[config.mk]
export PLATFORM = sky130hd
export DESIGN_NAME = firmware_loader
export DESIGN_NICKNAME = d
export VERILOG_FILES = /design/src/rtl/firmware_loader.sv
export SDC_FILE = /design/constraint.sdc
export NUM_CORES = 1
export LEC_CHECK = 0
export ABC_AREA = 1
export CORE_UTILIZATION = 27
export DETAILED_ROUTE_END_ITERATION = 16
export SLEW_MARGIN = 20
export SYNTH_ARGS = -nofsm -noshare
export SYNTH_HDL_FRONTEND = slang
export SYNTH_SLANG_ARGS = --single-unit
[constraint.sdc]
create_clock -name clk -period 7.87 [get_ports clk]
set_input_delay 0.787 -clock clk [delete_from_list [all_inputs] [get_ports clk]]
set_output_delay 0.787 -clock clk [all_outputs]
set_load 0.05 [all_outputs]
[src/rtl/firmware_loader.sv]
// Firmware loader: streams words into a ROM, pulses CPU reset, then runs the CPU for a cycle budget.
// Optional XOR checksum on loaded words is enabled with FIRMWARE_LOADER_CHECKSUM_EN.
module firmware_loader #(
    parameter  int DATA_WIDTH   = 32,
    parameter  int DEPTH        = 64,
    parameter  int RESET_CYCLES = 1,
    parameter  int RUN_W        = 16,
    localparam int ADDR_W       = $clog2(DEPTH),
    localparam int CNT_W        = $clog2(DEPTH + 1)
) (
    input  logic                  clk,
    input  logic                  reset,
    input  logic                  start,
    input  logic [CNT_W-1:0]      load_count,
    input  logic [RUN_W-1:0]      run_cycles,
    input  logic                  in_valid,
    input  logic [DATA_WIDTH-1:0] in_data,
    output logic                  in_ready,
    output logic                  rom_we,
    output logic [ADDR_W-1:0]     rom_addr,
    output logic [DATA_WIDTH-1:0] rom_wdata,
    output logic                  cpu_reset,
    output logic                  cpu_enable,
    output logic                  busy,
    output logic                  done,
    output logic [RUN_W-1:0]      run_count
`ifdef FIRMWARE_LOADER_CHECKSUM_EN
    ,
    input  logic [DATA_WIDTH-1:0] expected_sum,
    output logic                  sum_err
`endif
);

    localparam int RST_W = (RESET_CYCLES > 1) ? $clog2(RESET_CYCLES) : 1;

    typedef enum logic [2:0] {
        S_IDLE,
        S_LOAD,
        S_CPURST,
        S_RUN,
        S_DONE
    } state_t;

    state_t                state_q, state_d;
    logic [CNT_W-1:0]      rem_q, rem_d;
    logic [ADDR_W-1:0]     ptr_q, ptr_d;
    logic [RUN_W-1:0]      run_lat_q, run_lat_d;
    logic [RUN_W-1:0]      run_cnt_q, run_cnt_d;
    logic [RST_W-1:0]      rst_cnt_q, rst_cnt_d;
    logic                  rom_we_q, rom_we_d;
    logic [ADDR_W-1:0]     rom_addr_q, rom_addr_d;
    logic [DATA_WIDTH-1:0] rom_wdata_q, rom_wdata_d;
    logic                  in_ready_q, cpu_reset_q, cpu_enable_q, busy_q, done_q;

    logic                  accept;
    logic                  hs;
    logic [CNT_W-1:0]      load_clamped;

    assign accept       = start && ((state_q == S_IDLE) || (state_q == S_DONE));
    assign hs           = in_valid && in_ready_q;
    // Clamping here is what keeps the write pointer inside the ROM.
    assign load_clamped = (load_count > CNT_W'(DEPTH)) ? CNT_W'(DEPTH) : load_count;

    always_comb begin
        state_d     = state_q;
        rem_d       = rem_q;
        ptr_d       = ptr_q;
        run_lat_d   = run_lat_q;
        run_cnt_d   = run_cnt_q;
        rst_cnt_d   = '0;
        rom_we_d    = 1'b0;
        rom_addr_d  = rom_addr_q;
        rom_wdata_d = rom_wdata_q;

        case (state_q)
            S_IDLE, S_DONE: begin
                if (accept) begin
                    rem_d     = load_clamped;
                    ptr_d     = '0;
                    run_lat_d = run_cycles;
                    run_cnt_d = '0;
                    state_d   = (load_clamped != '0) ? S_LOAD : S_CPURST;
                end
            end
            S_LOAD: begin
                if (hs) begin
                    rom_we_d    = 1'b1;
                    rom_addr_d  = ptr_q;
                    rom_wdata_d = in_data;
                    rem_d       = rem_q - CNT_W'(1);
                    if (rem_q == CNT_W'(1)) begin
                        state_d = S_CPURST;
                    end else begin
                        ptr_d = ptr_q + ADDR_W'(1);
                    end
                end
            end
            S_CPURST: begin
                rst_cnt_d = rst_cnt_q + RST_W'(1);
                if (rst_cnt_q == RST_W'(RESET_CYCLES - 1)) begin
                    state_d = (run_lat_q != '0) ? S_RUN : S_DONE;
                end
            end
            S_RUN: begin
                run_cnt_d = run_cnt_q + RUN_W'(1);
                if (run_cnt_q == run_lat_q - RUN_W'(1)) begin
                    state_d = S_DONE;
                end
            end
            default: state_d = S_IDLE;
        endcase
    end

    always_ff @(posedge clk or posedge reset) begin
        if (reset) begin
            state_q     <= S_IDLE;
            rem_q       <= '0;
            ptr_q       <= '0;
            run_lat_q   <= '0;
            run_cnt_q   <= '0;
            rst_cnt_q   <= '0;
            rom_we_q    <= 1'b0;
            rom_addr_q  <= '0;
            rom_wdata_q <= '0;
        end else begin
            state_q     <= state_d;
            rem_q       <= rem_d;
            ptr_q       <= ptr_d;
            run_lat_q   <= run_lat_d;
            run_cnt_q   <= run_cnt_d;
            rst_cnt_q   <= rst_cnt_d;
            rom_we_q    <= rom_we_d;
            rom_addr_q  <= rom_addr_d;
            rom_wdata_q <= rom_wdata_d;
        end
    end

    // Status outputs are decoded from the next state so they land in flops aligned with state_q.
    always_ff @(posedge clk or posedge reset) begin
        if (reset) begin
            in_ready_q   <= 1'b0;
            cpu_reset_q  <= 1'b1;
            cpu_enable_q <= 1'b0;
            busy_q       <= 1'b0;
            done_q       <= 1'b0;
        end else begin
            in_ready_q   <= (state_d == S_LOAD);
            cpu_reset_q  <= (state_d == S_IDLE) || (state_d == S_LOAD) || (state_d == S_CPURST);
            cpu_enable_q <= (state_d == S_RUN);
            busy_q       <= (state_d == S_LOAD) || (state_d == S_CPURST) || (state_d == S_RUN);
            done_q       <= (state_d == S_DONE);
        end
    end

    assign in_ready   = in_ready_q;
    assign rom_we     = rom_we_q;
    assign rom_addr   = rom_addr_q;
    assign rom_wdata  = rom_wdata_q;
    assign cpu_reset  = cpu_reset_q;
    assign cpu_enable = cpu_enable_q;
    assign busy       = busy_q;
    assign done       = done_q;
    assign run_count  = run_cnt_q;

`ifdef FIRMWARE_LOADER_CHECKSUM_EN
    logic [DATA_WIDTH-1:0] acc_q, acc_d;
    logic [DATA_WIDTH-1:0] exp_q, exp_d;
    logic                  sum_err_q, sum_err_d;

    always_comb begin
        acc_d     = acc_q;
        exp_d     = exp_q;
        sum_err_d = sum_err_q;
        if (accept) begin
            acc_d     = '0;
            exp_d     = expected_sum;
            sum_err_d = 1'b0;
        end else if (hs) begin
            acc_d = acc_q ^ in_data;
        end
        if ((state_d == S_DONE) && (state_q != S_DONE)) begin
            sum_err_d = (acc_q != exp_q);
        end
    end

    always_ff @(posedge clk or posedge reset) begin
        if (reset) begin
            acc_q     <= '0;
            exp_q     <= '0;
            sum_err_q <= 1'b0;
        end else begin
            acc_q     <= acc_d;
            exp_q     <= exp_d;
            sum_err_q <= sum_err_d;
        end
    end

    assign sum_err = sum_err_q;
`endif

endmodule

==> results.yml, run 1 <==
sta:
  finalHoldViolCount: 0
  min_period_ps: 2500
  fin_worst_skew_ps: 6.24
  timing_worst_slew_pin_value_ps: 859
  rsz0062_at_grt: "false"
  fmax_mhz: 400
  maxSlewHeadroom_pct: 42.8
  tns_ps: 0
  slew_viol_final: 0
  fin_crit_sh_pct: 31.7
  setup_viol: 0
clock_tree:
  cts-buffers-inserted: 9
  cts_root_buf: "clkbuf_16"
  clock_sinks: 93
  post-cts-setup-buffers: 0
  clk_latency_ps: 350
  h-tree-depth: 3
  cts.clk_slew.worst_paths_ps: 70
  cts-resized-gates: 0
  hold_buffers: 0
  cts_tree: "built"
  clock_path_buffers: 2
placement:
  portBuffers: 118
  routabilityCongestion: 0.857
  dp_hpwl_um: 8580
yosys:
  synth_area_mm2: 0.00469
  async_flop_share_pct: 100
  synth_compound_area_share_pct: 8.13
  syn_nets: 664
  netlist_instances: 600
  synth_cell_types: 44
  synth_xor_area_share_pct: 2.05
  synth_ff_type: "dfrtp_1"
  synth_area_leaders: "dfrtp_1, nand2_1, inv_1"
  synth_top_area_share_pct: 49.1
  synth_warnings: 0
  synth-edff-count: 0
  yosys-top-cells-count: "nand2_1, dfrtp_1, inv_1"
  muxShareOfSynthArea_pct: 0.213
  yosysMostFrequentCell: "nand2_1"
  ys_ff_latch: 93
  synth_largest_area_cell: "dfrtp_1"
  syn_avg_cell_area_um2: 7.82
  synth-adder-area-share_pct: 1.33
  yosysSeqAreaShare_pct: 49.6
  synth_top_family_by_area: "simple AND/OR/NAND/NOR gates"
  synth-simple-area-share_pct: 31.9
setup_path:
  crit_buf_inv: 1
  worst_ep_required_time_ps: 7080
  cp_slowest_cell: "clkdlybuf4s50_1"
  critPathMaxFanout: 6
  critical_path.startpoint: "run_count[9]"
  cp-start-kind: "flip-flop"
  worst-endpoint-arrival_ps: 1710
  critPathMaxStageDelay_ps: 860
  critPathTopFamily: "buffers and inverters"
  cp_cell_sequence: "clkdlybuf4s50_1"
  end_kind: "output port"
  critPathKind: "flip-flop to output port"
  reg2reg_from: "state_q[1]"
worst_hold_path:
  min_path_type: "flip-flop to flip-flop"
  min_from: "rst_cnt_q"
grt:
  grt_pass1_wl_um: 19600
  grt_usage_pct: 13.9
  grt_pass1_vias: 3881
  overflow: 0
  antenna_found_initial: 0
  grt_max_degree: 68
floorplanning:
  chipWidth_um: 134
  io_pins: 119
  dieHeight_um: 134
  fp.dieArea_mm2: 0.0179
  start_util_pct: 28.0
  coreArea_mm2: 0.0168
  num_rows: 47
drt:
  num_vias: 4103
  wl_um: 11800
  antenna_left: 0
  wl_per_cell_um: 12.5
  drt_iter0_markers: 245
  vias_per_cell: 4.35
  first_pass_iters: 4
  drc_errors: 0
pwr:
  max-vdd-ir-drop_uv: 193
  p_leak_nw: 3.04
  p_per_area_mw_per_mm2: 409
layout:
  area_growth_pct: 37.6
  drive_gt1_share_pct: 8.30
  final_nets: 782
  diodes: 0
  final_util_pct: 38.5
run_status:
  outcome: "finished, final reports clean"
job:
  drv_cap: 0
layout by cell type, fill, tap and decap left out, types with 2 or more instances in the layout:
cell type and n:
bufinv_16 3, o21ai_0 38, nand3b_1 3, nand3_1 26, clkdlybuf4s50_1 118, inv_1 59
nor3_1 7, a31oi_1 3, nor2_1 47, clkinv_2 2, a21oi_1 9, inv_2 7
nand3_2 2, xor2_1 10, clkinv_4 2, buf_4 2, ha_1 5, clkbuf_16 9
nor2_4 4, nand2_1 221, nor3_2 2, dfrtp_1 92, nand2_2 6, nor2_2 12
o21ai_1 5, nand4_1 3, o22ai_1 3, nand2_4 2, o31ai_1 2, nor4_1 2
cell type report:
type | count | area (um^2)
Clock inverter | 7 | 121
Clock buffer | 9 | 225
Tap cell | 220 | 275
Multi-Input combinational cell | 426 | 2050
Inverter | 68 | 259
Sequential cell | 93 | 2330
Fill cell | 1746 | 10300
Timing Repair Buffer | 120 | 1200
where the power goes:
group | switching [mW] | internal [mW] | leakage [nW]
Clock | 0.197 | 0.312 | 0.170
Combinational | 0.885 | 0.432 | 1.70
Sequential | 0.153 | 0.663 | 1.18
Total | 1.23 | 1.41 | 3.04
worst paths after layout:
kind / end / slack (ps) / cells past startpoint
setup / recovery: run_count[9] / 5370 / 1
hold / removal: rst_cnt_q / 470 / 1
setup reg to reg: busy / 5410 / 7
hold reg to reg: rst_cnt_q / 470 / 1
max in group asynchronous: rom_wdata[4] / 5890 / 3
min in group asynchronous: rom_wdata[10] / 760 / 2
cells by family after synthesis:
logic type               count (synthesis)
adder cells (fa/ha/maj)                  5
multiplexers                             1
flip-flops                              93
buffers and inverters                   81
XOR/XNOR                                11
AND/OR/NAND/NOR                        341
AO/OA/AOI/OAI                           68
metrics by stage:
stage / hold slack (ps) / setup slack (ps) / instances / total power, mW / instance area, um^2
after global placement: 453 / 5060 / 927 / 2.14 / 6110
after global routing: 490 / 5160 / 943 / 2.83 / 6450
after detailed placement: 458 / 5060 / 927 / 2.15 / 6110
after floorplan: 438 / 4660 / 600 / 1.73 / 4690
final: 467 / 5370 / 943 / 2.64 / 6450
after CTS: 466 / 5350 / 943 / 2.67 / 6450
per-layer routing:
metal	routed length [um]	global-route usage, %	vias to the layer above
met4	161	4.36	0
met2	5380	21.6	90
li1	-	-	2132
met1	5610	18.7	1869
met3	679	3.78	12
met5	0	0	-
flip-flops by register name (all words and copies together), names as in the netlist:
register and count:
busy 1, cpu_enable 1, cpu_reset 1, done 1, in_ready 1, ptr_q 6
rem_q 7, rom_addr 6, rom_wdata 32, rom_we 1, rst_cnt_q 1, run_count 16
run_lat_q 16, state_q 3
No activity file was read; power rests on OpenSTA's default activity.
==> inputs of run 2 (changes only) <==
Clock period 7.87 ns to 2.5 ns, I/O delays scaled along.
==> run 2 against run 1 <==
Count of clock-buffer cells in the layout unchanged. Sequential power rose to 3.1 times the previous value. Core utilization up 0.23 points. Via count up 2.3%. Global-route usage up 0.42 points. Clock power rose to 2.8 times the previous value. Clock skew up 3.7 ps. Critical endpoint is now rem_q[6]. Largest cell class unchanged. Highest routed layer unchanged.
==> results.yml, run 2 (synthesis gave the netlist of run 1 again) <==
sta:
  min_period_ps: 2000
  fin_worst_skew_ps: 9.94
  maxSlewHeadroom_pct: 60.4
  slew_viol_final: 0
  setup_viol: 0
  rsz0062_at_grt: "false"
  tns_ps: 0
  finalHoldViolCount: 0
  fin_crit_sh_pct: 80.0
  fmax_mhz: 500
  timing_worst_slew_pin_value_ps: 589
layout:
  area_growth_pct: 38.4
  post_layout_nonfiller_instances: 950
  nFillCells: 1711
  final_nets: 789
  diodes: 0
  largest_reg_flops: 32
  layout.cells.most_common: "nand2_1"
  layout_common_cells: "nand2_1, clkdlybuf4s50_1, dfrtp_1"
  drive_gt1_share_pct: 9.18
placement:
  routabilityCongestion: 0.830
  dp_hpwl_um: 9180
  placed_cells: 934
  portBuffers: 118
clock_tree:
  cts.clk_slew.worst_paths_ps: 70
  clock_path_buffers: 2
  cts_root_buf: "clkbuf_16"
  cts_tree: "built"
  cts-buffers-inserted: 9
  cts-resized-gates: 0
  clk_latency_ps: 340
  hold_buffers: 0
  h-tree-depth: 3
  post-cts-setup-buffers: 0
  clock_sinks: 93
setup_path:
  reg2reg_from: "state_q[1]"
  worst_ep_required_time_ps: 2770
  r2r_cells: 8
  end_kind: "flip-flop"
  cp-start-kind: "flip-flop"
  reg2reg_to: "rem_q[6]"
  worst-endpoint-arrival_ps: 2270
  critPathKind: "flip-flop to flip-flop"
  regToRegSetupSlack_ps: 500
  critPathMaxFanout: 37
drt:
  drc_errors: 0
  wl_per_cell_um: 12.9
  first_pass_iters: 5
  wl_um: 12200
  antenna_left: 0
  vias_per_cell: 4.42
  num_vias: 4199
  drt_iter0_markers: 265
grt:
  grt_usage_pct: 14.3
  grt_pass1_vias: 4033
  gr-usage-met2_pct: 23.4
  grt_pass1_wl_um: 20300
  use_met3_pct: 3.36
  overflow: 0
  grt_util_met1_pct: 18.7
  grt_max_degree: 38
  antenna_found_initial: 0
  busiest_layer: "met2"
floorplanning:
  start_util_pct: 28.0
  dieHeight_um: 134
  coreArea_mm2: 0.0168
  num_rows: 47
  chipWidth_um: 134
  io_pins: 119
  fp.dieArea_mm2: 0.0179
job:
  drv_cap: 0
pwr:
  max-vdd-ir-drop_uv: 646
  p_per_area_mw_per_mm2: 1260
  p_leak_nw: 3.06
run_status:
  outcome: "finished, final reports clean"
worst_hold_path:
  min_path_type: "input port to async pin"
[run 2: cell count changes in the layout (fill, tap and decap cells not counted), sizes merged]
| cell | delta |
|---|---|
| buf | +7 |
| bufinv | -2 |
| clkinv | -3 |
| clkinvlp | +3 |
| inv | +2 |
[run 2: cell type report]
cell class / count / area, um^2 / area share (%)
clock buffers: 9 / 225 / 3.47
clock inverters: 7 / 80.1 / 1.23
multi-input cells: 426 / 2050 / 31.6
repair buffers: 127 / 1270 / 19.6
well taps: 220 / 275 / 4.24
inverters: 68 / 262 / 4.03
flip-flops and latches: 93 / 2330 / 35.9
[run 2: worst max-delay path by stage]
stage | start | endpoint | slack (ps) | cells after the start
after floorplan | run_count[1] | run_count[14] | 490 | 12
after global placement | state_q[1] | rem_q[6] | 540 | 8
after detailed placement | state_q[1] | rem_q[6] | 510 | 8
after CTS | state_q[1] | rem_q[6] | 490 | 8
after global routing | run_lat_q[0] | busy | 260 | 15
final | state_q[1] | rem_q[6] | 500 | 8
[run 2: per-layer routing]
metal,routed length [um],vias up
met5,0,-
met2,5890,84
li1,-,2140
met3,514,14
met1,5650,1961
met4,171,0
[run 2: power by group]
group | leakage [nW] | total [mW] | internal (mW) | switching (mW)
logic | 1.73 | 4.18 | 1.38 | 2.79
registers | 1.18 | 2.56 | 2.09 | 0.477
clock network | 0.143 | 1.42 | 0.788 | 0.629
total | 3.06 | 8.16 | 4.26 | 3.90
[run 2: critical path, cell delays in order (launching register included)]
cell and delay (ps):
dfrtp_1 450, nor3_4 310, inv_2 170, nor2_2 140, buf_4 370, nor2_2 130
inv_2 140, o211ai_1 100, o21ai_1 80
[run 2: through the flow]
step	hold WS, ps	setup WS (ps)	util [%]	power [mW]	area, um^2
after floorplan	360	489	-	5.45	4700
after global placement	453	538	36.9	6.77	6190
after detailed placement	458	512	36.9	6.80	6190
after CTS	277	490	38.7	8.26	6490
after global routing	310	256	38.7	8.76	6490
final	273	501	38.7	8.16	6490
==> inputs of run 3 (changes only) <==
Clock period 2.5 ns to 1.8 ns, I/O delays scaled along.
==> run 3 against run 2 <==
The flow now finishes with violations (setup timing). Count of clock-buffer cells in the layout did not move. Die area unchanged. Worst setup slack lost 510 ps. Core utilization increased by 1.9 points. Sequential share of layout area decreased by 1.5 points. Clock skew about the same. Sequential power rose by 40%. Hold slack got worse by 180 ps. Combinational power up 54%.
==> results.yml, run 3 (synthesis gave the netlist of run 1 again) <==
run_status:
  outcome: "complete, but fails checks"
  violations: "setup timing"
setup_path:
  crit_end: "busy"
  r2r_cells: 11
  critPathKind: "flip-flop to flip-flop"
  cp-start-kind: "flip-flop"
  crit_cells: 11
  cp_cell_sequence: "inv_2, ha_4, inv_2, nor2_4, nand3_4, nor2_4, buf_4, nand2_1, o21bai_1, o311a_1, nand3_2"
  regToRegSetupSlack_ps: -4
  crit_buf_inv: 3
  critical_path.startpoint: "run_lat_q[1]"
  reg2reg_to: "busy"
  worst_ep_required_time_ps: 2030
  critPathMaxFanout: 3
  end_kind: "flip-flop"
  critPathTopFamily: "simple AND/OR/NAND/NOR gates"
  critPathMaxStageDelay_ps: 410
  cp_slowest_cell: "dfrtp_1"
  reg2reg_from: "run_lat_q[1]"
  worst-endpoint-arrival_ps: 2030
layout:
  drive_gt1_share_pct: 19.0
  diodes: 0
  largest_reg_flops: 32
  layout_common_cells: "nand2_1, clkdlybuf4s50_1, dfrtp_1"
  final_nets: 812
  layout.cells.most_common: "nand2_1"
  area_growth_pct: 45.3
  nFillCells: 1696
grt:
  antenna_found_initial: 0
  overflow: 0
  grt_usage_pct: 14.3
  grt_max_degree: 49
  grt_pass1_vias: 4030
  grt_pass1_wl_um: 20200
pwr:
  p_leak_nw: 3.24
  max-vdd-ir-drop_uv: 826
  p_per_area_mw_per_mm2: 1780
floorplanning:
  fp.dieArea_mm2: 0.0179
  coreArea_mm2: 0.0168
  chipWidth_um: 134
  num_rows: 47
  io_pins: 119
  start_util_pct: 28.0
  dieHeight_um: 134
sta:
  finalHoldViolCount: 0
  setup_viol: 1
  fin_worst_skew_ps: 9.68
  maxSlewHeadroom_pct: 64.3
  rsz0062_at_grt: "true"
  setup_ws_ps: -4.07
  slew_viol_final: 0
  fin_crit_sh_pct: 100
  timing_worst_slew_pin_value_ps: 534
  min_period_ps: 1800
  fmax_mhz: 554
  fin_hold_ws_ps: 96.1
drt:
  wl_um: 12500
  wl_per_cell_um: 12.8
  vias_per_cell: 4.42
  num_vias: 4300
  drc_errors: 0
  antenna_left: 0
  first_pass_iters: 5
  drt_iter0_markers: 245
clock_tree:
  cts_root_buf: "clkbuf_16"
  h-tree-depth: 3
  clock_path_buffers: 2
  hold_buffers: 0
  cts_tree: "built"
  clock_sinks: 93
  cts.clk_slew.worst_paths_ps: 70
  cts-buffers-inserted: 9
  clk_latency_ps: 350
placement:
  dp_slack_ps: -38.9
  dp_hpwl_um: 9090
  portBuffers: 118
  routabilityCongestion: 0.843
job:
  drv_cap: 0
worst_hold_path:
  min_path_type: "input port to async pin"
run 3: changes by cell type in the layout (fill, tap and decap cells not counted), moves of 5 or more:
cell / before / now
buf_4: 7 / 47
nor2_1: 47 / 36
clkdlybuf4s50_1: 118 / 98
nor2_2: 12 / 18
dfrtp_2: 0 / 9
nor2_4: 4 / 9
dfrtp_1: 92 / 83
run 3: per-layer routing:
layer,wire [um],global-route usage [%],up-vias,part of all wire (%)
li1,-,-,2188,-
met1,5910,19.9,2004,47
met2,5820,21.8,97,47
met3,547,3.33,11,4.4
met4,178,4.92,0,1.4
met5,0,0,-,0
run 3: timing repair:
item,in CTS,in global routing
pin swaps,5,19
endpoints found under the setup margin,6,13
buffers inserted,0,5
gates resized for setup,11,28
run 3: final cells by class:
cell class | count | area (um^2) | share of cell area, %
Sequential cell | 93 | 2340 | 34.3
Multi-Input combinational cell | 426 | 2180 | 32.0
Timing Repair Buffer | 150 | 1430 | 20.9
Tap cell | 220 | 275 | 4.04
Inverter | 68 | 262 | 3.84
Clock buffer | 9 | 225 | 3.30
Clock inverter | 7 | 105 | 1.54
run 3: where the power goes:
part | leakage [nW] | total (mW) | internal (mW) | switching, mW
logic | 1.92 | 6.43 | 2.27 | 4.16
registers | 1.17 | 3.58 | 2.91 | 0.669
clock network | 0.159 | 2.10 | 1.24 | 0.861
run 3: worst min-delay path by stage:
stage | slack, ps | endpoint | start | depth (start not counted)
2_1_floorplan | 290 | run_lat_q[11] | run_cycles[11] | 2
3_3_place_gp | 450 | rom_wdata[24] | rom_wdata[24] | 2
3_5_place_dp | 450 | rst_cnt_q | rst_cnt_q | 1
4_1_cts | 80 | rem_q[3] | reset | 2
5_1_grt | 100 | rem_q[3] | reset | 2
6_report | 100 | rem_q[3] | reset | 2
run 3: stage by stage:
step	setup TNS [ps]	instance area, um^2	std cells	utilization, %	power, mW
6_report	-4.07	6820	973	40.7	12.1
5_1_grt	-474	6820	973	40.7	13.0
4_1_cts	0	6690	968	39.9	12.0
3_5_place_dp	-95.3	6320	952	37.7	9.72
3_3_place_gp	0	6320	952	37.7	9.69
2_1_floorplan	-11.7	4710	600	-	7.59
run 3: worst register-to-register path: stages (launching register included):
cell and delay [ps]:
dfrtp_1 410, inv_2 80, ha_4 130, inv_2 40, nor2_4 130, nand3_4 120, nor2_4 100, buf_4 110
nand2_1 110, o21bai_1 160, o311a_1 220, nand3_2 80
==> patch, RTL diff (config.mk and constraints of run 3) <==
Register the output `run_count` once more, cleared by the reset; this adds one clock of latency there. The other outputs are not delayed to match.
--- a/src/rtl/firmware_loader.sv
+++ b/src/rtl/firmware_loader.sv
@@ -162,3 +162,9 @@
     assign done       = done_q;
-    assign run_count  = run_cnt_q;
+    always_ff @(posedge clk or posedge reset) begin
+        if (reset) begin
+            run_count <= '0;
+        end else begin
+            run_count <= run_cnt_q;
+        end
+    end
 
Behaviour: not the same (Yosys sat finds a counterexample within 4 cycles, from zero or initial values and one cycle with reset high).
==> patch against run 3 <==
The flow still finishes with violations (setup timing). First-iteration DRC count decreased by 18%. Clock power decreased by 11%. Total power increased by 1.5%. Utilization decreased by 1.6 points. Area after synthesis increased by 12%. Sequential share of layout area increased by 2.7 points. Sequential cell count increased by 16. Maximum frequency decreased by 0.69%. Worst setup slack got worse by 0.013 ns. Routed wire length increased by 1.4%. Global-route usage decreased by 1.2 points. Design area increased by 8.3%.
==> patch: results (changes against run 3) <==
gp_congestion: 0.808  # -4.2%
cp.arrival_ns: 2.11  # +0.08 ns
hold-worst-slack_ns: 0.256  # +0.160 ns
relSlewSlack: 0.644  # +0.00131
p_leak_uw: 0.00360  # +11%
max_stage_delay_ns: 0.38  # -0.03 ns
wl_per_cell_um: 12.0  # -6.1%
reg2reg_depth: 16  # +5
firstDrtPassIters: 4  # -1
synth.distinct_cells: 45  # +2.3%
finClkSkew_ns: 0.00760  # -0.00208 ns
layout.nets: 850  # +4.7%
via_count: 4390  # +2.1%
setup_ws_ns: -0.0167  # -0.0126 ns
status: "complete, but fails checks"
synthTopCellsByCount: "217 x nand2_1, 108 x dfrtp_1, 66 x inv_1"
crit_path_max_fanout: 4  # +1
ir_drop_uv: 482  # -42%
track_usage: 0.131  # -0.0124
grt_pass1_wl_um: 20600  # +2.0%
violations: "setup timing"
reg2reg_to: "cpu_reset"
ys_seq_area_frac: 0.519  # +0.0229
fillers: 1943  # +15%
syn_nets: 699  # +5.3%
hold_class: "input pin to asynchronous set/reset pin"
synth_area_leaders: "dfrtp_1 51%, nand2_1 15%, inv_1 4.7%, nor2_1 3.6%, o21ai_0 3.4%"
detailed_place_hpwl_um: 9200  # +1.2%
place_inst: 1025  # +7.7%
final_layout_size_suffix_gt1_frac: 0.169  # -0.0205
setup_viol: 3  # +2
[patch: report_power, final]
group          switching [uW]  internal, uW  leakage (uW)
sequential                570          3280       0.00140
clock                     923           949      0.000127
combinational            4260          2320       0.00207
[patch: through the flow]
stage	cell area [um^2]	worst slack, ns	utilization
finish	7380	-0.0167	0.391
global route	7380	-0.211	0.391
global placement	6910	-0.0228	0.366
floorplan	5260	0.107	-
detailed placement	6910	-0.0380	0.366
CTS	7200	-0.0365	0.381
[patch: critical path: cells and delay by family (launching register included)]
family | cells | cell delay (ns)
buf+inv | 2 | 0.09
simple gates | 12 | 0.93
flops | 1 | 0.38
compound gates | 1 | 0.09
fa+ha+maj | 1 | 0.27
[patch: timing repair]
action	in CTS	in global routing
hold buffers	0	0
gates resized for setup	5	33
endpoints found under the hold margin	0	0
setup buffers	1	9
pin swaps	4	17
cloned	0	0
setup endpoints to repair	5	12
[patch: routing by layer]
metal	part of all wire	routed length [um]	vias to the layer above	track usage
met1	0.47	5920	2017	0.174
met2	0.47	5980	76	0.213
met3	0.045	569	9	0.0250
met5	0	0	-	0
met4	0.013	165	0	0.0458
li1	-	-	2288	-
[patch: cell type report]
cell class	count	share of cell area
clock buffer	11	0.0315
clock inverter	5	0.00509
inverter	76	0.0395
multi-input combinational	437	0.311
sequential	109	0.370
tap	260	0.0441
timing repair buffer	153	0.198
[patch: worst max path at each step]
stage                 startpoint            end  slack, ns  cells after the start
finish              run_lat_q[1]      cpu_reset      -0.02                     16
global route        run_cnt_q[1]  run_cnt_q[14]      -0.21                     12
CTS                 run_lat_q[1]      cpu_reset      -0.04                     16
detailed placement  run_lat_q[1]      cpu_reset      -0.04                     16
global placement    run_lat_q[1]      cpu_reset      -0.02                     16
floorplan           run_lat_q[0]      cpu_reset       0.11                     16
[patch: logic make-up (layout without fill, tap and decap cells)]
| group | Yosys count | in the layout | share of synthesized area |
|---|---|---|---|
| xor+xnor | 13 | 13 | 0.0217 |
| fa+ha+maj | 5 | 5 | 0.0119 |
| flops | 109 | 109 | 0.519 |
| simple gates | 341 | 341 | 0.298 |
| mux | 1 | 1 | 0.00190 |
| buf+inv | 89 | 245 | 0.0667 |
| compound gates | 77 | 77 | 0.0807 |
